$ cat src/rtl/dmem_arbiter_if.sv
// Shared data-memory arbiter bus: two requester ports plus the memory-side
// read/write channel. The arbiter takes the slave view; the requesters and
// the memory model together take the master view.
interface dmem_arbiter_if;
   // requester port 0 (load/store unit) and port 1 (DMA/debug)
   logic        req0, req1;
   logic        wr0, wr1;
   logic [31:0] addr0, addr1;
   logic [31:0] wdata0, wdata1;
   logic        ack0, ack1;
   logic        err0, err1;
   logic [31:0] rdata0, rdata1;
   logic        busy;

   // memory side
   logic        re, we;
   logic [31:0] Ra, Wa, Din;
   logic [31:0] Dout;

   modport slave (
      input  req0, req1, wr0, wr1, addr0, addr1, wdata0, wdata1, Dout,
      output ack0, ack1, err0, err1, rdata0, rdata1, busy,
             re, we, Ra, Wa, Din
   );

   modport master (
      output req0, req1, wr0, wr1, addr0, addr1, wdata0, wdata1, Dout,
      input  ack0, ack1, err0, err1, rdata0, rdata1, busy,
             re, we, Ra, Wa, Din
   );
endinterface

$ cat src/rtl/dmem_arbiter.sv
// Two-port round-robin arbiter in front of a single-ported data memory.
// One transaction in flight at a time; each one takes IDLE -> ACCESS -> RESP.
//
//   state  | meaning
//   -------+---------------------------------------------------------------
//   IDLE   | waiting; on any req, pick a winner and latch its wr/addr/wdata
//   ACCESS | drive the memory for one cycle; capture read data / range error
//   RESP   | one-cycle ack (and err) to the winner; record it as last grant
module dmem_arbiter #(
   parameter int unsigned DEPTH    = 4500,
   parameter int unsigned P0_FIRST = 1
) (
   input logic           C,
   input logic           R,
   dmem_arbiter_if.slave bus
);

   typedef enum logic [1:0] {
      IDLE   = 2'd0,
      ACCESS = 2'd1,
      RESP   = 2'd2
   } state_t;

   localparam logic [31:0] DEPTH_W    = 32'(DEPTH);
   localparam logic        FIRST_PORT = (P0_FIRST != 0) ? 1'b0 : 1'b1;

   state_t      state_q, state_d;
   logic        win_q, win_d;
   logic        wr_q, wr_d;
   logic [31:0] addr_q, addr_d;
   logic [31:0] wdata_q, wdata_d;
   logic        last_q, last_d;
   logic        last_vld_q, last_vld_d;
   logic [31:0] rdata0_q, rdata0_d;
   logic [31:0] rdata1_q, rdata1_d;
   logic        err_q, err_d;

   logic        in_range;
   logic [31:0] rd_val;

   // unsigned 32-bit compare, so huge addresses are out of range too
   assign in_range = (addr_q < DEPTH_W);

   // next-state, arbitration and capture logic
   always_comb begin
      state_d    = state_q;
      win_d      = win_q;
      wr_d       = wr_q;
      addr_d     = addr_q;
      wdata_d    = wdata_q;
      last_d     = last_q;
      last_vld_d = last_vld_q;
      rdata0_d   = rdata0_q;
      rdata1_d   = rdata1_q;
      err_d      = err_q;
      rd_val     = in_range ? bus.Dout : 32'h0;

      case (state_q)
         IDLE: begin
            if (bus.req0 || bus.req1) begin
               // contention goes to the port not served last; before any
               // grant has happened the configured port is favoured
               if (bus.req0 && bus.req1) begin
                  win_d = last_vld_q ? ~last_q : FIRST_PORT;
               end else begin
                  win_d = bus.req1;
               end
               wr_d    = win_d ? bus.wr1    : bus.wr0;
               addr_d  = win_d ? bus.addr1  : bus.addr0;
               wdata_d = win_d ? bus.wdata1 : bus.wdata0;
               state_d = ACCESS;
            end
         end
         ACCESS: begin
            err_d = !in_range;
            // reads load the winner's register; an out-of-range access
            // forces it to zero; in-range writes leave it alone
            if (!wr_q || !in_range) begin
               if (win_q) begin
                  rdata1_d = rd_val;
               end else begin
                  rdata0_d = rd_val;
               end
            end
            state_d = RESP;
         end
         RESP: begin
            last_d     = win_q;
            last_vld_d = 1'b1;
            state_d    = IDLE;
         end
         default: begin
            state_d = IDLE;
         end
      endcase
   end

   // state registers with synchronous reset
   always_ff @(posedge C) begin
      if (R) begin
         state_q    <= IDLE;
         win_q      <= 1'b0;
         wr_q       <= 1'b0;
         addr_q     <= 32'h0;
         wdata_q    <= 32'h0;
         last_q     <= 1'b0;
         last_vld_q <= 1'b0;
         rdata0_q   <= 32'h0;
         rdata1_q   <= 32'h0;
         err_q      <= 1'b0;
      end else begin
         state_q    <= state_d;
         win_q      <= win_d;
         wr_q       <= wr_d;
         addr_q     <= addr_d;
         wdata_q    <= wdata_d;
         last_q     <= last_d;
         last_vld_q <= last_vld_d;
         rdata0_q   <= rdata0_d;
         rdata1_q   <= rdata1_d;
         err_q      <= err_d;
      end
   end

   // Enables are gated by R so a reset landing mid-ACCESS kills the access
   // before the memory commits it.
   assign bus.re     = (state_q == ACCESS) && in_range && !wr_q && !R;
   assign bus.we     = (state_q == ACCESS) && in_range &&  wr_q && !R;
   assign bus.Ra     = addr_q;
   assign bus.Wa     = addr_q;
   assign bus.Din    = wdata_q;

   assign bus.busy   = (state_q == ACCESS) || (state_q == RESP);
   assign bus.ack0   = (state_q == RESP) && !win_q;
   assign bus.ack1   = (state_q == RESP) &&  win_q;
   assign bus.err0   = bus.ack0 && err_q;
   assign bus.err1   = bus.ack1 && err_q;
   assign bus.rdata0 = rdata0_q;
   assign bus.rdata1 = rdata1_q;

endmodule

$ cat src/flat_wrapper.sv
// flat-port wrapper written by rule: the top's interface ports become plain ports
module dmem_arbiter_flat 
#(
   parameter int unsigned DEPTH    = 4500,
   parameter int unsigned P0_FIRST = 1
)
  (C, R, bus_req0, bus_req1, bus_wr0, bus_wr1, bus_addr0, bus_addr1, bus_wdata0, bus_wdata1, bus_Dout, bus_ack0, bus_ack1, bus_err0, bus_err1, bus_rdata0, bus_rdata1, bus_busy, bus_re, bus_we, bus_Ra, bus_Wa, bus_Din);
  dmem_arbiter_if bus_i ();
  input logic C;
  input logic R;
  input wire logic [$bits(bus_i.req0)-1:0] bus_req0;
  input wire logic [$bits(bus_i.req1)-1:0] bus_req1;
  input wire logic [$bits(bus_i.wr0)-1:0] bus_wr0;
  input wire logic [$bits(bus_i.wr1)-1:0] bus_wr1;
  input wire logic [$bits(bus_i.addr0)-1:0] bus_addr0;
  input wire logic [$bits(bus_i.addr1)-1:0] bus_addr1;
  input wire logic [$bits(bus_i.wdata0)-1:0] bus_wdata0;
  input wire logic [$bits(bus_i.wdata1)-1:0] bus_wdata1;
  input wire logic [$bits(bus_i.Dout)-1:0] bus_Dout;
  output wire logic [$bits(bus_i.ack0)-1:0] bus_ack0;
  output wire logic [$bits(bus_i.ack1)-1:0] bus_ack1;
  output wire logic [$bits(bus_i.err0)-1:0] bus_err0;
  output wire logic [$bits(bus_i.err1)-1:0] bus_err1;
  output wire logic [$bits(bus_i.rdata0)-1:0] bus_rdata0;
  output wire logic [$bits(bus_i.rdata1)-1:0] bus_rdata1;
  output wire logic [$bits(bus_i.busy)-1:0] bus_busy;
  output wire logic [$bits(bus_i.re)-1:0] bus_re;
  output wire logic [$bits(bus_i.we)-1:0] bus_we;
  output wire logic [$bits(bus_i.Ra)-1:0] bus_Ra;
  output wire logic [$bits(bus_i.Wa)-1:0] bus_Wa;
  output wire logic [$bits(bus_i.Din)-1:0] bus_Din;
  assign bus_i.req0 = bus_req0;
  assign bus_i.req1 = bus_req1;
  assign bus_i.wr0 = bus_wr0;
  assign bus_i.wr1 = bus_wr1;
  assign bus_i.addr0 = bus_addr0;
  assign bus_i.addr1 = bus_addr1;
  assign bus_i.wdata0 = bus_wdata0;
  assign bus_i.wdata1 = bus_wdata1;
  assign bus_i.Dout = bus_Dout;
  assign bus_ack0 = bus_i.ack0;
  assign bus_ack1 = bus_i.ack1;
  assign bus_err0 = bus_i.err0;
  assign bus_err1 = bus_i.err1;
  assign bus_rdata0 = bus_i.rdata0;
  assign bus_rdata1 = bus_i.rdata1;
  assign bus_busy = bus_i.busy;
  assign bus_re = bus_i.re;
  assign bus_we = bus_i.we;
  assign bus_Ra = bus_i.Ra;
  assign bus_Wa = bus_i.Wa;
  assign bus_Din = bus_i.Din;
  dmem_arbiter #(.DEPTH(DEPTH), .P0_FIRST(P0_FIRST)) u_core (.C(C), .R(R), .bus(bus_i));
endmodule
$ cat config.mk
export PLATFORM = sky130hd
export DESIGN_NAME = dmem_arbiter_flat
export DESIGN_NICKNAME = d
export VERILOG_FILES = /design/src/rtl/dmem_arbiter_if.sv /design/src/rtl/dmem_arbiter.sv /design/src/flat_wrapper.sv
export SDC_FILE = /design/constraint.sdc
export NUM_CORES = 1
export LEC_CHECK = 0
export ABC_AREA = 0
export BUFFER_PORTS_ARGS = -buffer_cell sky130_fd_sc_hd__buf_4
export CAP_MARGIN = 20
export CORE_AREA = 5 5 127 129
export CTS_CLUSTER_SIZE = 12
export DETAILED_ROUTE_END_ITERATION = 8
export DIE_AREA = 0 0 132 134
export MAX_ROUTING_LAYER = met4
export PLACE_DENSITY = 0.76
export SETUP_SLACK_MARGIN = 0.1
export SLEW_MARGIN = 20
export SYNTH_ARGS = -nofsm -noshare
export SYNTH_HDL_FRONTEND = slang
export SYNTH_SLANG_ARGS = --single-unit
export TNS_END_PERCENT = 5
$ cat constraint.sdc
create_clock -name C -period 2.39 [get_ports C]
set_input_delay 0.1195 -clock C [delete_from_list [all_inputs] [get_ports C]]
set_output_delay 0.1195 -clock C [all_outputs]
set_load 0.01 [all_outputs]
==> results.yml, run 1 <==
run_status:
  status: "finished, final reports clean"
floorplanning:
  dieWidth_microns: 132
  rows: 45
  io_pins: 333
  initial_core_util_pct: 41.4
  die_h_microns: 134
  fp.coreArea_sq_um: 14900
  die_area_sq_um: 17700
clock_tree:
  cts_tree: "done"
  cts.clk_slew.worst_paths_ns: 0.06
  root_buffer: "clkbuf_16"
  insertion_delay_ns: 0.42
  max-clock-path-buffers: 2
  cts_made_buffers: 17
  htreeDepth: 4
  cts_sinks: 135
grt:
  grt.total_usage_pct: 21.7
  grt_pass1_vias: 5522
  grt_pass1_wl_microns: 29600
  grt-ovfl-total: 0
  grt_max_degree: 89
  antenna_found_initial: 0
synthesis:
  avgSynthCellArea_sq_um: 9.96
  synth_fp_nets: 790
  synth_area_leaders: "dfxtp_1 44%, mux2i_1 21%, a211oi_1 8.0%"
  yosysTopAreaCellShare_pct: 43.8
  syn_area_sq_um: 6180
  yosys.area.top_type: "dfxtp_1"
  synth.most_common_cell: "dfxtp_1"
  ys_types: 27
  netlist_instances: 620
  yosysSeqAreaShare_pct: 43.8
  ys_warn_count: 0
  synth_edf_count: 0
  synth_common_cells: "135 x dfxtp_1, 129 x mux2i_1, 75 x nor2_1, 66 x a211oi_1, 66 x nand2b_1"
  yosys_register_bits: 135
  synth_ff_type: "dfxtp_1"
  async_flop_share_pct: 0
place:
  pre_cts_slack_ns: 0.454
  place_hpwl_microns: 14500
  post_dp_cell_area_sq_um: 8590
  io_buffers: 332
  dp_cells: 1069
  routabilityCongestion: 0.825
final_layout:
  num_antenna_cells: 0
  drive_above_1_share_pct: 41.6
  nets: 1080
  stdcell_count: 1111
  nFillCells: 1262
  multi_input_area_sq_um: 3000
  seq_area_sq_um: 2700
  syn_to_final_growth_pct: 51.2
  design_area_sq_um: 9340
timing:
  finalHoldViolCount: 0
  skew_ns: 0.00813
  setup_tns_ns: 0
  max_clock_freq_mhz: 469
  setup_ws_ns: 0.260
  rsz0062_at_grt: "false"
  setup_viol: 0
  relSlewSlack_pct: 57.8
  tightest_slew_ns: 0.633
  min_period_ns: 2.13
  slew_viol_final: 0
  period_share_pct: 89.1
critical_path:
  slowest_delay_ns: 0.33
  cp-end-kind: "primary output"
  required_ns: 2.27
  crit_buf_inv: 2
  crit_chain: "nor4_1 -> nand3_1 -> nor4_4 -> buf_12 -> nor4b_2 -> buf_4"
  cp-start-kind: "flip-flop"
  path_delay_family: "simple AND/OR/NAND/NOR gates"
  cpMaxStageDelayCell: "dfxtp_1"
  crit_type: "reg2out"
  worstPathArrival_ns: 2.01
  worstPathMaxFanout: 5
route:
  first_iter_violations: 230
  vias_per_cell: 4.95
  wl_per_cell_microns: 17.5
  final_antenna_net_count: 0
  drcViolationCount: 0
  vias: 5497
  drt-pass1-iter-count: 4
  finalWirelength_microns: 19500
power_and_ir_drop:
  total_power_mw: 6.61
  leakage_nw: 4.09
  ir_worst_vdd_mv: 0.502
  power_density_nw_per_um2: 708
min_path:
  hold_class: "in2reg"
run:
  drv_cap: 0
-- worst register-to-register path, stage by stage (launching register included) --
cell and delay [ns]:
dfxtp_1 0.37, o21ai_0 0.11, a21oi_1 0.27, nor4_4 0.10, buf_12 0.14, buf_4 0.16, a211oi_4 0.26, buf_12 0.28
mux2i_1 0.25
-- routing by layer --
layer	part of all wire (%)	up-vias	track usage, %
li1	-	2741	-
met1	41	2533	25.1
met2	50	199	35.6
met3	7.7	24	7.69
met4	1.6	0	6.29
met5	0	-	-
-- layout make-up --
| cell class | count | area share (%) |
|---|---|---|
| multi-input cells | 399 | 32.2 |
| repair buffers | 352 | 29.5 |
| clock buffers | 21 | 5.04 |
| inverters | 5 | 0.201 |
| clock inverters | 11 | 1.57 |
| well taps | 188 | 2.52 |
| flip-flops and latches | 135 | 29.0 |
-- registers in the layout, summed over array words and instances (netlist names) --
register	count
u_core.err_q	1
u_core.bus.Ra	32
u_core.wr_q	1
u_core.bus.Din	32
u_core.bus.rdata0	32
u_core.win_q	1
u_core.state_q	2
u_core.bus.rdata1	32
u_core.last_vld_q	1
u_core.last_q	1
-- cells by family (layout without fill, tap and decap cells) --
logic type / Yosys count / count (layout) / share of synthesized area, %
AOI/OAI and AO/OA: 76 / 76 / 9.42
adders and majority gates: 4 / 4 / 0.810
buffers and inverters: 86 / 389 / 8.10
DFF: 135 / 135 / 43.8
muxes: 129 / 129 / 20.9
and+or+nand+nor: 190 / 190 / 17.0
-- report_power, final --
| part | internal, mW | switching (mW) |
|---|---|---|
| sequential | 2.41 | 0.135 |
| combinational | 0.708 | 0.646 |
| clock | 1.72 | 0.986 |
-- path summary, 6_finish.rpt --
path / depth (start not counted) / start / end / slack [ns]
max reg2reg: 8 / u_core.bus.Ra[2] / u_core.bus.rdata1[27] / 0.38
min: 3 / bus_Dout[16] / u_core.bus.rdata0[16] / 0.02
max: 6 / u_core.bus.Ra[23] / bus_re / 0.26
min reg2reg: 2 / u_core.bus.rdata0[22] / u_core.bus.rdata0[22] / 0.47
-- what timing repair did --
item,in CTS,in global routing
hold endpoints to repair,6,0
gates resized for setup,1,1
hold buffers,6,0
setup endpoints to repair,1,2
cloned,1,0
buffers inserted,3,0
pin swaps,2,2
-- placed cells by master, fill, tap and decap left out, types with 3 or more instances in the layout --
cell type,netlist,layout
dlygate4sd3_1,0,6
nor4_1,4,3
nand3_1,3,3
dfxtp_1,135,135
nor2_1,75,75
bufinv_16,0,3
a211oi_1,66,66
ha_1,4,4
nand2b_1,66,66
inv_1,5,5
buf_4,32,339
clkinv_2,0,3
nand2_1,3,3
mux2i_1,129,129
buf_12,0,6
clkbuf_16,0,17
clkbuf_8,0,3
nand3b_1,32,32
a21oi_1,5,5
-- per-stage QoR --
step,util (%),hold WS [ns]
6_report,62.6,0.0189
5_1_grt,62.6,0.0147
4_1_cts,62.5,0.00258
3_5_place_dp,57.6,0.444
3_3_place_gp,57.6,0.440
2_1_floorplan,-,0.312
Note: power is estimated with default switching activity, not from simulation.
==> run 2: changes to the inputs <==
CORE_AREA = 2 2 128 130   (was 5 5 127 129)
DIE_AREA = 0 0 130 132   (was 0 0 132 134)
GPL_TIMING_DRIVEN = 0   (was not set)
PLACE_DENSITY = 0.72   (was 0.76)
==> results.yml, run 2 (synthesis gave the netlist of run 1 again) <==
route:
  vias_per_cell: 4.80
  finalWirelength_microns: 20300
  drt-pass1-iter-count: 4
  drcViolationCount: 0
  final_antenna_net_count: 0
  wl_per_cell_microns: 16.9
  vias: 5768
  first_iter_violations: 197
floorplanning:
  fp.coreArea_sq_um: 15700
  dieWidth_microns: 130
  io_pins: 333
  die_h_microns: 132
  initial_core_util_pct: 39.3
  rows: 46
  die_area_sq_um: 17200
critical_path:
  worstPathArrival_ns: 2.02
  crit_type: "reg2out"
  cp-start-kind: "flip-flop"
  worstRegToRegCells: 8
  required_ns: 2.27
  cp-end-kind: "primary output"
  worstPathMaxFanout: 4
timing:
  setup_ws_ns: 0.248
  skew_ns: 0.00786
  tightest_slew_ns: 0.620
  relSlewSlack_pct: 58.7
  slew_viol_final: 0
  rsz0062_at_grt: "true"
  setup_tns_ns: 0
  min_period_ns: 2.14
  finalHoldViolCount: 0
  max_clock_freq_mhz: 467
  period_share_pct: 89.6
  setup_viol: 0
clock_tree:
  htreeDepth: 4
  cts.clk_slew.worst_paths_ns: 0.06
  cts_sinks: 135
  max-clock-path-buffers: 2
  cts_made_buffers: 17
  root_buffer: "clkbuf_16"
  insertion_delay_ns: 0.42
  cts_tree: "done"
grt:
  grt_max_degree: 17
  grtUsageMet2_pct: 41.6
  grt.total_usage_pct: 24.2
  antenna_found_initial: 0
  grt-ovfl-total: 0
  grt_pass1_vias: 5883
  grt_use_met3_pct: 7.95
  gr-usage-met1_pct: 26.5
  grt-busiest-layer: "met2"
  grt_pass1_wl_microns: 31200
final_layout:
  syn_to_final_growth_pct: 56.1
  num_antenna_cells: 0
  layout_commonest_cell: "buf_4"
  nets: 1144
  design_area_sq_um: 9640
  nFillCells: 1419
  drive_above_1_share_pct: 43.2
  final_cell_mix: "365 x buf_4, 134 x dfxtp_1, 129 x mux2i_1"
power_and_ir_drop:
  p_comb_share_pct: 21.1
  leakage_nw: 4.29
  power_frac_clock_pct: 41.7
  p_sw_mw: 1.81
  p_int_mw: 5.06
  ir_worst_vdd_mv: 0.574
  power_density_nw_per_um2: 713
  total_power_mw: 6.87
  p_seq_share_pct: 37.2
  power_switching_share_pct: 26.4
place:
  place_hpwl_microns: 15900
  io_buffers: 331
  routabilityCongestion: 0.846
  post_dp_cell_area_sq_um: 8930
  pre_cts_slack_ns: 0.124
min_path:
  hold_class: "in2reg"
  hold-path-cell-count: 3
run:
  drv_cap: 0
run_status:
  status: "finished, final reports clean"
-- run 2: cell count changes in the layout (fill, tap and decap cells not counted), moves of 6 or more --
cell,previous run,this run
clkbuf_1,1,26
buf_6,0,6
buf_2,0,10
buf_4,339,365
buf_12,6,0
clkbuf_2,0,6
-- run 2: what timing repair did --
item / CTS / global route
hold endpoints to repair: 3 / 0
endpoints found under the setup margin: 2 / 114
pin swaps: 1 / 4
buffers inserted: 2 / 0
hold buffers: 2 / 0
gates resized for setup: 0 / 17
gates cloned: 0 / 0
-- run 2: final cells by class --
class	instances	area, sq um	share of cell area (%)
buffer	81	489	5.07
clock buffer	18	439	4.55
clock inverter	13	204	2.11
inverter	5	18.8	0.195
multi-input combinational	399	3000	31.1
sequential	135	2700	28.0
tap	216	270	2.80
timing repair buffer	335	2520	26.1
-- run 2: worst max-delay path: stages (launching register included) --
cell     delay [ns]
dfxtp_1        0.36
nor4_2         0.28
nand2_1        0.15
nor4_4         0.28
buf_4          0.17
nor4b_2        0.20
buf_4          0.17
-- run 2: stage by stage --
stage / utilization [%] / hold WS [ns] / std cells
finish: 61.4 / 0.0163 / 1202
global route: 61.4 / 0.00317 / 1202
CTS: 61.2 / 0.000560 / 1202
detailed placement: 56.8 / 0.443 / 1167
global placement: 56.8 / 0.441 / 1167
floorplan: - / 0.312 / 620
-- run 2: power groups by stage --
stage / registers [mW] / clock network, mW / logic (mW)
floorplan: 2.62 / 0 / 0.680
global placement: 2.59 / 0 / 1.44
detailed placement: 2.59 / 0 / 1.45
CTS: 2.55 / 2.91 / 1.46
global route: 2.58 / 3.03 / 1.57
finish: 2.56 / 2.87 / 1.45
-- run 2: final timing paths --
path | from | end | slack, ns
worst max register to register | u_core.bus.Ra[12] | u_core.bus.rdata0[12] | 0.26
worst min-delay path | bus_Dout[25] | u_core.bus.rdata1[25] | 0.02
worst max-delay path | u_core.bus.Ra[20] | bus_re | 0.25
worst min register to register | u_core.bus.rdata0[21] | u_core.bus.rdata0[21] | 0.47
-- run 2: metal layers --
| layer | wire length, microns | up-vias |
|---|---|---|
| met5 | 0 | - |
| met4 | 348 | 0 |
| met3 | 1390 | 23 |
| met2 | 10400 | 210 |
| met1 | 8120 | 2686 |
| li1 | - | 2849 |
==> run 3: changes to the inputs <==
ABC_AREA = 1   (was 0)
CORE_AREA = 2 2 129 131   (was 2 2 128 130)
DIE_AREA = 0 0 131 133   (was 0 0 130 132)
PLACE_DENSITY = 0.73   (was 0.72)
==> results.yml, run 3 <==
critical_path:
  slowest_delay_ns: 0.57
  cp-end-kind: "primary output"
  worstPathArrival_ns: 1.92
  crit_type: "in2out"
  worst-r2r-setup-slack_ns: 0.44
  worstPathMaxFanout: 10
  r2r_start: "u_core.state_q[0]"
  required_ns: 2.27
  cpMaxStageDelayCell: "dlygate4sd3_1"
  path_common_cell: "buf_4"
  cp-start-kind: "primary input"
  worstRegToRegCells: 10
  crit_chain: "dlygate4sd3_1 -> buf_4 -> inv_2 -> clkbuf_1 -> nand4_1 -> nor2_1 -> buf_4"
  reg2reg_to: "u_core.bus.Din[26]"
grt:
  grt.total_usage_pct: 26.3
  grt_max_degree: 17
  grt-busiest-layer: "met2"
  grt_use_met3_pct: 6.51
  grt_pass1_vias: 6612
  grt-ovfl-total: 0
  grtUsageMet2_pct: 42.3
  gr-usage-met1_pct: 31.6
  antenna_found_initial: 0
  grt_pass1_wl_microns: 34300
place:
  io_buffers: 332
  place_hpwl_microns: 17600
  dp_cells: 1498
  routabilityCongestion: 0.938
power_and_ir_drop:
  power_density_nw_per_um2: 736
  power_frac_clock_pct: 37.6
  ir_worst_vdd_mv: 0.499
  p_int_mw: 5.13
  power_switching_share_pct: 29.5
  p_seq_share_pct: 37.0
  total_power_mw: 7.27
  p_comb_share_pct: 25.4
  leakage_nw: 5.46
  p_sw_mw: 2.14
route:
  drcViolationCount: 0
  final_antenna_net_count: 0
  wl_per_cell_microns: 14.8
  vias: 7018
  finalWirelength_microns: 22600
  drt-pass1-iter-count: 4
  first_iter_violations: 291
  vias_per_cell: 4.58
clock_tree:
  insertion_delay_ns: 0.42
  htreeDepth: 4
  cts_sinks: 135
  root_buffer: "clkbuf_16"
  max-clock-path-buffers: 2
  cts_made_buffers: 17
  cts_tree: "done"
  cts.clk_slew.worst_paths_ns: 0.06
synthesis:
  yosys.area.top_type: "dfxtp_1"
  yosysTopAreaCellShare_pct: 41.7
  synth_common_cells: "222 x nand2_1, 143 x inv_1, 143 x nor2_1, 135 x dfxtp_1, 71 x nand3_1"
  async_flop_share_pct: 0
  synth.most_common_cell: "nand2_1"
  avgSynthCellArea_sq_um: 6.85
  synth_edf_count: 0
  synth_area_leaders: "dfxtp_1 42%, nand2_1 13%, inv_1 8.3%"
  ys_warn_count: 0
  yosys_register_bits: 135
  ys_types: 26
  synth_ff_type: "dfxtp_1"
  yosysSeqAreaShare_pct: 41.7
  netlist_instances: 946
  synth_fp_nets: 1116
  syn_area_sq_um: 6480
final_layout:
  layout_commonest_cell: "buf_4"
  stdcell_count: 1531
  seq_area_sq_um: 2700
  num_antenna_cells: 0
  nFillCells: 1538
  nets: 1469
  final_cell_mix: "364 x buf_4, 222 x nand2_1, 143 x inv_1, 143 x nor2_1, 135 x dfxtp_1"
  fin_util_pct: 61.1
  syn_to_final_growth_pct: 52.6
  drive_above_1_share_pct: 34.6
  multi_input_area_sq_um: 2710
floorplanning:
  die_h_microns: 133
  io_pins: 333
  rows: 47
  initial_core_util_pct: 40.0
  dieWidth_microns: 131
  die_area_sq_um: 17400
  fp.coreArea_sq_um: 16200
min_path:
  min_to: "u_core.bus.Din[22]"
  worst_hold_startpoint: "bus_wdata1[22]"
  hold_class: "in2reg"
  hold-path-cell-count: 5
timing:
  skew_ns: 0.00851
  slew_viol_final: 0
  finalHoldViolCount: 0
  setup_viol: 0
  tightest_slew_ns: 0.766
  min_period_ns: 2.04
  max_clock_freq_mhz: 490
  period_share_pct: 85.5
  setup_tns_ns: 0
  relSlewSlack_pct: 48.9
  rsz0062_at_grt: "false"
run:
  drv_cap: 0
run_status:
  status: "finished, final reports clean"
==> run 3: cell count changes after synthesis, sizes merged, moves of 65 or more <==
cell	change
a211oi	-68
inv	+140
mux2i	-129
nand2	+230
nand2b	-66
nand3	+70
nor2	+78
o211ai	+65
==> run 3: repair_timing <==
item | 4_1_cts | 5_1_grt
gates resized for setup | 0 | 2
hold buffers | 2 | 0
setup buffers | 0 | 0
endpoints found under the hold margin | 2 | 0
setup endpoints to repair | 0 | 61
==> run 3: cell type report <==
cell class,instances,area share [%]
buffer,91,5.32
clock buffer,20,4.72
clock inverter,11,1.49
sequential,135,27.4
inverter,145,5.51
multi-input combinational,575,27.4
timing repair buffer,334,25.4
tap,220,2.79
==> run 3: cells by family (layout without fill, tap and decap cells) <==
kind of cell               count (synthesis)  after routing  share of synthesized area [%]
and+or+nand+nor                          468            468                           30.1
buffers and inverters                    236            601                           16.5
DFF                                      135            135                           41.7
AOI/OAI and AO/OA                        103            103                           10.9
adders and majority gates                  4              4                          0.773
==> run 3: routing by layer <==
metal	part of all wire (%)	routed length (microns)
met4	2.4	542
met2	49	11000
met3	6.7	1510
met5	0	0
met1	42	9560
==> run 3: through the flow <==
step,cell area [sq um],setup slack [ns],hold slack [ns]
floorplan,6480,0.762,0.276
global placement,9240,0.183,0.402
detailed placement,9240,0.185,0.410
CTS,9880,0.164,0.00523
global route,9880,0.153,0.0366
finish,9880,0.347,0.0243
==> run 3: worst max-delay path by stage <==
stage                                  from                  to  slack [ns]  cells after the start
final                                     R              bus_we        0.35                      7
after global routing                      R              bus_we        0.15                      7
after CTS                 u_core.state_q[0]  u_core.bus.Din[26]        0.16                     10
after detailed placement  u_core.state_q[0]  u_core.bus.Din[26]        0.18                     10
after global placement    u_core.state_q[0]  u_core.bus.Din[26]        0.18                     10
after floorplan           u_core.state_q[0]  u_core.bus.Din[26]        0.76                     10
==> run 3: power groups by stage <==
stage | Clock (mW) | Combinational (mW) | Sequential (mW)
floorplan | 0 | 0.852 | 2.79
global placement | 0 | 1.83 | 2.73
detailed placement | 0 | 1.85 | 2.73
CTS | 2.78 | 1.86 | 2.69
global route | 2.88 | 2.03 | 2.71
finish | 2.73 | 1.85 | 2.69
==> run 3: worst max-delay path, delay by kind of cell <==
family | cells | cell delay (ns)
buffers and inverters | 5 | 1.48
AND/OR/NAND/NOR | 2 | 0.33
